File: config.mk
export PLATFORM = sky130hd
export DESIGN_NAME = mem_bist_master
export DESIGN_NICKNAME = d
export VERILOG_FILES = /design/src/rtl/mem_bist_pkg.sv /design/src/rtl/bist_addr_gen.sv /design/src/rtl/mem_bist_master.sv
export SDC_FILE = /design/constraint.sdc
export NUM_CORES = 1
export LEC_CHECK = 0
export BUFFER_PORTS_ARGS = -buffer_cell sky130_fd_sc_hd__buf_2
export CAP_MARGIN = 30
export CORE_MARGIN = 2
export CORE_UTILIZATION = 55
export DETAILED_ROUTE_END_ITERATION = 8
export PLACE_DENSITY = 0.86
export SYNTH_ARGS = -nofsm -noshare
export SYNTH_HDL_FRONTEND = slang
export SYNTH_HIERARCHICAL = 1
export SYNTH_SLANG_ARGS = --single-unit
File: constraint.sdc
create_clock -name clk -period 5.4 [get_ports clk]
set_clock_uncertainty 0.2 [all_clocks]
set_input_delay 1.08 -clock clk [delete_from_list [all_inputs] [get_ports clk]]
set_output_delay 1.08 -clock clk [all_outputs]
set_load 0.1 [all_outputs]
File: src/rtl/mem_bist_pkg.sv
// Shared types and helpers for the datamem self-test master.
package mem_bist_pkg;

    localparam int WORD_BYTES = 4;
    localparam int DATA_W     = 32;
    localparam int ADDR_W     = 32;

    typedef enum logic [2:0] {
        IDLE,
        WR_A,
        RD_A,
        WR_B,
        RD_B,
        DONE
    } state_t;

    function automatic logic [DATA_W-1:0] exp_data(
        input logic              pass_b,
        input logic [ADDR_W-1:0] addr
    );
        return pass_b ? ~addr : addr;
    endfunction

endpackage

File: src/rtl/bist_addr_gen.sv
// Word index counter and byte address generator for the BIST sweep.
module bist_addr_gen
    import mem_bist_pkg::*;
#(
    parameter logic [ADDR_W-1:0] BASE_ADDR = '0,
    parameter int unsigned       NUM_WORDS = 64,
    parameter int unsigned       ADDR_STEP = 4
) (
    input  logic              clk,
    input  logic              rst,
    input  logic              clear,
    input  logic              step,
    output logic [ADDR_W-1:0] address,
    output logic              last
);

    localparam int IDX_W = (NUM_WORDS > 1) ? $clog2(NUM_WORDS) : 1;
    localparam logic [IDX_W-1:0] LAST_IDX = IDX_W'(NUM_WORDS - 1);

    logic [IDX_W-1:0] idx;

    assign last = (idx == LAST_IDX);

    // Stepping past the last word rewinds, ready for the next sweep.
    always_ff @(posedge clk) begin
        if (rst || clear) begin
            idx     <= '0;
            address <= BASE_ADDR;
        end else if (step) begin
            if (last) begin
                idx     <= '0;
                address <= BASE_ADDR;
            end else begin
                idx     <= idx + IDX_W'(1);
                address <= address + ADDR_W'(ADDR_STEP);
            end
        end
    end

endmodule

File: src/rtl/mem_bist_master.sv
// Two-pass address / inverse-address self-test driving datamem directly.
module mem_bist_master
    import mem_bist_pkg::*;
#(
    parameter logic [ADDR_W-1:0] BASE_ADDR = 32'h0000_0000,
    parameter int unsigned       NUM_WORDS = 64,
    parameter int unsigned       ADDR_STEP = 4
) (
    input  logic              clk,
    input  logic              rst,
    input  logic              start,
    output logic              busy,
    output logic              done,
    output logic              pass,
    output logic [ADDR_W-1:0] fail_addr,
    output logic [DATA_W-1:0] fail_exp,
    output logic [DATA_W-1:0] fail_act,
    output logic [ADDR_W-1:0] address,
    output logic [DATA_W-1:0] Writedata,
    output logic              memread,
    output logic              memwrite,
    input  logic [DATA_W-1:0] readdata
);

    state_t            state;
    logic [ADDR_W-1:0] cur_addr;
    logic              last;
    logic              is_wr;
    logic              is_rd;
    logic              pass_b;
    logic              accept;
    logic              mismatch;
    logic              step;
    logic [DATA_W-1:0] exp_word;

    bist_addr_gen #(
        .BASE_ADDR (BASE_ADDR),
        .NUM_WORDS (NUM_WORDS),
        .ADDR_STEP (ADDR_STEP)
    ) u_addr_gen (
        .clk     (clk),
        .rst     (rst),
        .clear   (accept),
        .step    (step),
        .address (cur_addr),
        .last    (last)
    );

    always_comb begin
        is_wr    = (state == WR_A) || (state == WR_B);
        is_rd    = (state == RD_A) || (state == RD_B);
        pass_b   = (state == WR_B) || (state == RD_B);
        accept   = start && ((state == IDLE) || (state == DONE));
        exp_word = exp_data(pass_b, cur_addr);
        mismatch = is_rd && (readdata != exp_word);
        step     = is_wr || (is_rd && !mismatch);
    end

    // Memory pins are quiet (all zero) outside the sweep states.
    assign address   = (is_wr || is_rd) ? cur_addr : '0;
    assign Writedata = is_wr ? exp_word : '0;
    assign memread   = is_rd;
    assign memwrite  = is_wr;

    always_ff @(posedge clk) begin
        if (rst) begin
            state     <= IDLE;
            busy      <= 1'b0;
            done      <= 1'b0;
            pass      <= 1'b0;
            fail_addr <= '0;
            fail_exp  <= '0;
            fail_act  <= '0;
        end else begin
            unique case (state)
                IDLE, DONE: begin
                    if (accept) begin
                        state     <= WR_A;
                        busy      <= 1'b1;
                        done      <= 1'b0;
                        pass      <= 1'b0;
                        fail_addr <= '0;
                        fail_exp  <= '0;
                        fail_act  <= '0;
                    end
                end
                WR_A: begin
                    if (last) state <= RD_A;
                end
                WR_B: begin
                    if (last) state <= RD_B;
                end
                RD_A, RD_B: begin
                    if (mismatch) begin
                        state     <= DONE;
                        busy      <= 1'b0;
                        done      <= 1'b1;
                        pass      <= 1'b0;
                        fail_addr <= cur_addr;
                        fail_exp  <= exp_word;
                        fail_act  <= readdata;
                    end else if (last) begin
                        if (state == RD_A) begin
                            state <= WR_B;
                        end else begin
                            state <= DONE;
                            busy  <= 1'b0;
                            done  <= 1'b1;
                            pass  <= 1'b1;
                        end
                    end
                end
                default: state <= IDLE;
            endcase
        end
    end

endmodule

---- Word level (Yosys, flattened, before mapping) ----
Cells that the tools add are included.
operators by class
  $add $sub $neg .......................... 2
  equal/unequal tests ..................... 13
  muxes and demuxes ....................... 31
  bitwise logic cells ..................... 1
  reduce and logical (&&, ||, !) cells .... 18
operator list
  kind                   count
  $mux 32                8
  $pmux 32 s2            3
  $add 32x3->32 const B  1
  $ne 32x32->1           1
  $not 32->32            1
  $mux 3                 6
  $pmux 3 s4             1
  $mux 1                 9
  $reduce_and 4->1       2
  $logic_or 1x1->1       7
  $add 6x1->6 const B    1
  $eq 3x2->1 const B     2
  $eq 3x3->1 const B     2
  $eq 6x6->1 const B     1
  $mux 6                 1
  $ne 2x2->1 const B     3
  $ne 3x3->1 const B     2
  $pmux 1 s2             3
  $reduce_or 2->1        2
  $eq 3x1->1 const B     1
  $logic_and 1x1->1      3
  $logic_not 3->1        1
  $reduce_and 3->1       1
  $ne 2x1->1 const B     1
  2 further kinds        2
word-level totals
  flip-flop bits (word level) ............. 140
  input bits .............................. 35
  logic and storage cells ................. 74

---- Logic depth before layout (Yosys ltp) ----
  depth in word-level cells ............... 8
  mapped depth ............................ 13
  gate-level depth less buffers ........... 10

---- Hierarchy ----
Netlist, hierarchy kept.
modules (own cells, without submodules)
  module           instances  cells an instance  area an instance (µm²)  seq. area each (µm²)
  mem_bist_master  1          426                4,428.0                 2,042.0
  bist_addr_gen    1          203                1,751.7                 720.7

---- Worst setup path after synthesis ----
OpenSTA, ideal clock, no wires.
  kind .................................... input-to-reg
  start ................................... in readdata[10]
  end ..................................... reg u_addr_gen.address[20]
  setup time .............................. 0.070 ns
  arrival time ............................ 3.781 ns
  required time ........................... 5.130 ns
  setup slack ............................. 1.348 ns
  cell stages on the path ................. 10
  path through ............................ xnor2_1 -> nor4_1 -> nand4_1 -> nor4_2 -> o21ai_2 -> o21ai_0 -> nand4_1 -> or4_4 -> or4_1 -> a21oi_1
between the ends
  longest elaborated chain between the ends .. 5
RTL lines
  what                    line                   source
  start: declaration      mem_bist_master.sv:22  input logic [DATA_W-1:0] readdata
  $ne 32x32->1            mem_bist_master.sv:55  mismatch = is_rd && (readdata != exp_word);
  $logic_and 1x1->1       mem_bist_master.sv:55
  $logic_not 1->1         mem_bist_master.sv:56  step = is_wr || (is_rd && !mismatch);
  $logic_and 1x1->1       mem_bist_master.sv:56
  $logic_or 1x1->1        mem_bist_master.sv:56
  named net step          mem_bist_master.sv:33  logic step;
  end signal: assignment  bist_addr_gen.sv:35    address <= address + ADDR_W'(ADDR_STEP);
  end: declaration        bist_addr_gen.sv:13    output logic [ADDR_W-1:0] address,
The timed path passes the listed nets, and every way through them passes these cells.
A chain may end at the register's enable or synchronous reset.

---- Worst setup path after layout ----
  start ................................... reg state[0]
  end ..................................... reg u_addr_gen.address[15]
between the ends
  longest elaborated chain between the ends .. 8
RTL lines
  what                                             line                                                                 source
  start: declaration                               mem_bist_master.sv:25                                                state_t state;
  start signal: assignment                         mem_bist_master.sv:67                                                state <= IDLE;
  start signal: assignment                         mem_bist_master.sv:78                                                state <= WR_A;
  start signal: assignment                         mem_bist_master.sv:88                                                if (last) state <= RD_A;
  $eq 3x2->1 / $eq 3x3->1 (equally long branches)  mem_bist_master.sv:50, mem_bist_master.sv:52, mem_bist_master.sv:51
  $logic_or 1x1->1                                 mem_bist_master.sv:52                                                pass_b = (state == WR_B) || (state == RD_B);
  $mux 32                                          mem_bist_pkg.sv:21                                                   return pass_b ? ~addr : addr;
  $ne 32x32->1                                     mem_bist_master.sv:55
  $logic_and 1x1->1                                mem_bist_master.sv:55
  $logic_not 1->1                                  mem_bist_master.sv:56
  $logic_and 1x1->1                                mem_bist_master.sv:56
  $logic_or 1x1->1 *                               mem_bist_master.sv:56
  named net step                                   mem_bist_master.sv:33
Mark *: on every way through the listed nets, which the timed path passes. The rest lies on a longest branch.

==> flow_summary.json <==
{
  "cts_tree": "built",
  "wl_per_cell_um": 19.6,
  "io_pins": 200,
  "synth_edf_count": 0,
  "dr_wl_met2_um": 9190,
  "path_cells": "and3b_1 > a21o_2 > nand4_1 > nor4_2 > o21ai_2 > o21ai_0 > and4_1 > nand2_1 > or4_1 > a21oi_1",
  "cp-start-kind": "flip-flop",
  "synth.avg_cell_area_um2": 9.82,
  "placed_cell_area_um2": 7190,
  "first_global_vias": 5405,
  "syn_area_um2": 6180,
  "dp_hpwl_um": 13100,
  "drc": 0,
  "cp-end-kind": "flip-flop",
  "holdCritPathClass": "reg -> reg",
  "start_util": 0.568,
  "tightestPinTransition_ns": 1.07,
  "status": "finished clean",
  "crit_required_ns": 5.65,
  "power_frac_clock": 0.511,
  "yosysUniqueCellTypes": 52,
  "drive_above_1_share": 0.310,
  "p_per_area_nw_per_um2": 303,
  "hold_viol": 0,
  "min_period_over_period": 0.825,
  "fin_tns_setup_ns": 0,
  "p_switching_uw": 552,
  "post_cts_buffers": 0,
  "p_leak_uw": 0.00354,
  "grt_antenna_before_repair": 0,
  "grt_max_degree": 54,
  "clkSinkCount": 138,
  "ys.flop_type": "dfxtp_1",
  "final_area_um2": 7810,
  "root_buffer": "clkbuf_8",
  "cts_hold_buf": 0,
  "synthArstFlopShare": 0,
  "via_count": 5819,
  "vias_per_cell": 6.04,
  "insertedDiodeCount": 0,
  "p_seq_frac": 0.434,
  "crit_path_max_incr_delay_ns": 0.63,
  "clock_latency_ns": 0.53,
  "netlist_instances": 629,
  "path_delay_family": "simple AND/OR/NAND/NOR gates",
  "setup_viol": 0,
  "place.gp.congestion": 0.846,
  "drt_iter0_markers": 615,
  "drtPass1Iterations": 5,
  "ys_seq_elements": 138,
  "p_int_uw": 1810,
  "htreeDepth": 4,
  "fmax_mhz": 224,
  "die_h_um": 110,
  "die-area_um2": 12100,
  "grt_usage": 0.305,
  "top_layer": "met4",
  "worst_ep_arrival_time_ns": 4.70,
  "holdWs_ns": 0.261,
  "finish.net_count": 847,
  "yosysWarnings": 6,
  "met3_length_um": 1510,
  "synth-seq-area-share": 0.447,
  "ant_nets": 0,
  "slew_headroom": 0.285,
  "port_buffers": 197,
  "clk_pin_slew_ns": 0.06,
  "clock_path_buffers": 2,
  "wl_um": 18900,
  "comb_power_share": 0.055,
  "overflow": 0,
  "drv_slew": 0,
  "grt_first_pass_wirelength_um": 28200,
  "rows": 38,
  "swShare": 0.234,
  "period_minus_slack_ns": 4.46,
  "crit_type": "reg -> reg",
  "critPathBufInv": 0,
  "syn2layout_area_growth_pct": 26.3,
  "utilization": 0.717,
  "m1WireLength_um": 7580,
  "rsz0062_at_grt": "no",
  "die_w_um": 110,
  "numCtsBuffers": 17,
  "core_area_um2": 10900,
  "crit_fanout": 20,
  "cap_violations": 0,
  "cp_slowest_cell": "nor4_2",
  "ir_drop_mv": 0.251,
  "cts_resized": 0
}
## worst paths after layout
kind | startpoint | cells after the start | endpoint | slack, ns
worst max-delay path | state[0] | 10 | u_addr_gen/address[15] | 0.94
worst max register to register | state[0] | 10 | u_addr_gen/address[15] | 0.94
worst min-delay path | fail_exp[0] | 1 | fail_exp[0] | 0.26
worst min register to register | fail_exp[0] | 1 | fail_exp[0] | 0.26
## routing by layer
metal  up-vias  global-route usage
li1       2649                   -
met1      2800               0.377
met2       320               0.507
met3        50              0.0635
met4         0               0.143
met5         -                   0
## cells by family after synthesis
kind of cell / share of synthesized area
other cells: 0.000607
fa+ha+maj: 0.00405
simple gates: 0.181
mux: 0.0113
xor+xnor: 0.115
flops: 0.447
buf+inv: 0.0441
compound gates: 0.197
## synth_stat cells (all sizes together), types with 9 or more instances
cell type / count / area [um^2]
nand2b: 10 / 62.6
or4: 10 / 86.3
a2bb2o: 32 / 320
a22o: 64 / 561
dfxtp: 138 / 2760
nand3: 16 / 80.1
or3: 9 / 62.6
a21oi: 21 / 116
nand4: 20 / 138
xor2: 24 / 210
nor2: 49 / 186
clkbuf: 19 / 71.3
o21ai: 9 / 48.8
and2: 33 / 206
nand2: 21 / 78.8
nor4: 12 / 81.3
buf: 26 / 171
xnor2: 57 / 499
## layout by cell type, fill, tap and decap left out, types with 3 or more instances in the layout
master        n
mux2i_1       7
clkbuf_16    16
and4_1        6
dfxtp_1     138
a22o_1       64
inv_1         8
nand2b_1     10
or4_4         3
inv_6         3
nand2_1      21
buf_4         8
xnor2_1      56
o31ai_1       8
clkinvlp_4    5
buf_2       197
nor2_1       48
xor2_1       24
or3_1         7
a2bb2o_1     32
nor3_1        6
or4_1         7
nor4_1       11
and2_1       33
a21oi_1      20
a31oi_1       3
bufinv_16     4
nand3_1      16
nand4_1      18
o21ai_0       8
## flip-flops by register name (all words and copies together), names as in the netlist
register,flops
fail_act,32
state,3
fail_addr,32
done,1
pass,1
fail_exp,32
u_addr_gen/address,30
busy,1
u_addr_gen/idx,6
## final cells by class
cell class / count / area, um^2
Multi-Input combinational cell: 439 / 3160
Clock inverter: 13 / 193
Sequential cell: 138 / 2760
Timing Repair Buffer: 206 / 1060
Clock buffer: 19 / 422
Tap cell: 140 / 175
Fill cell: 809 / 3080
Inverter: 8 / 30.0
## stage by stage
step,power [uW],cells,setup WS [ns]
after detailed placement,1170,931,0.859
after global placement,1170,930,0.982
after global routing,2430,963,0.724
after CTS,2370,963,1.17
after floorplan,1140,630,1.35
final,2360,963,0.944
## power by group through the flow
| stage | clock [uW] | combinational [uW] | sequential [uW] |
|---|---|---|---|
| after detailed placement | 0 | 124 | 1050 |
| after floorplan | 0 | 86.8 | 1050 |
| after global routing | 1270 | 136 | 1030 |
| final | 1210 | 129 | 1030 |
| after global placement | 0 | 119 | 1050 |
| after CTS | 1210 | 126 | 1030 |
Note: power is estimated with default switching activity, not from simulation.
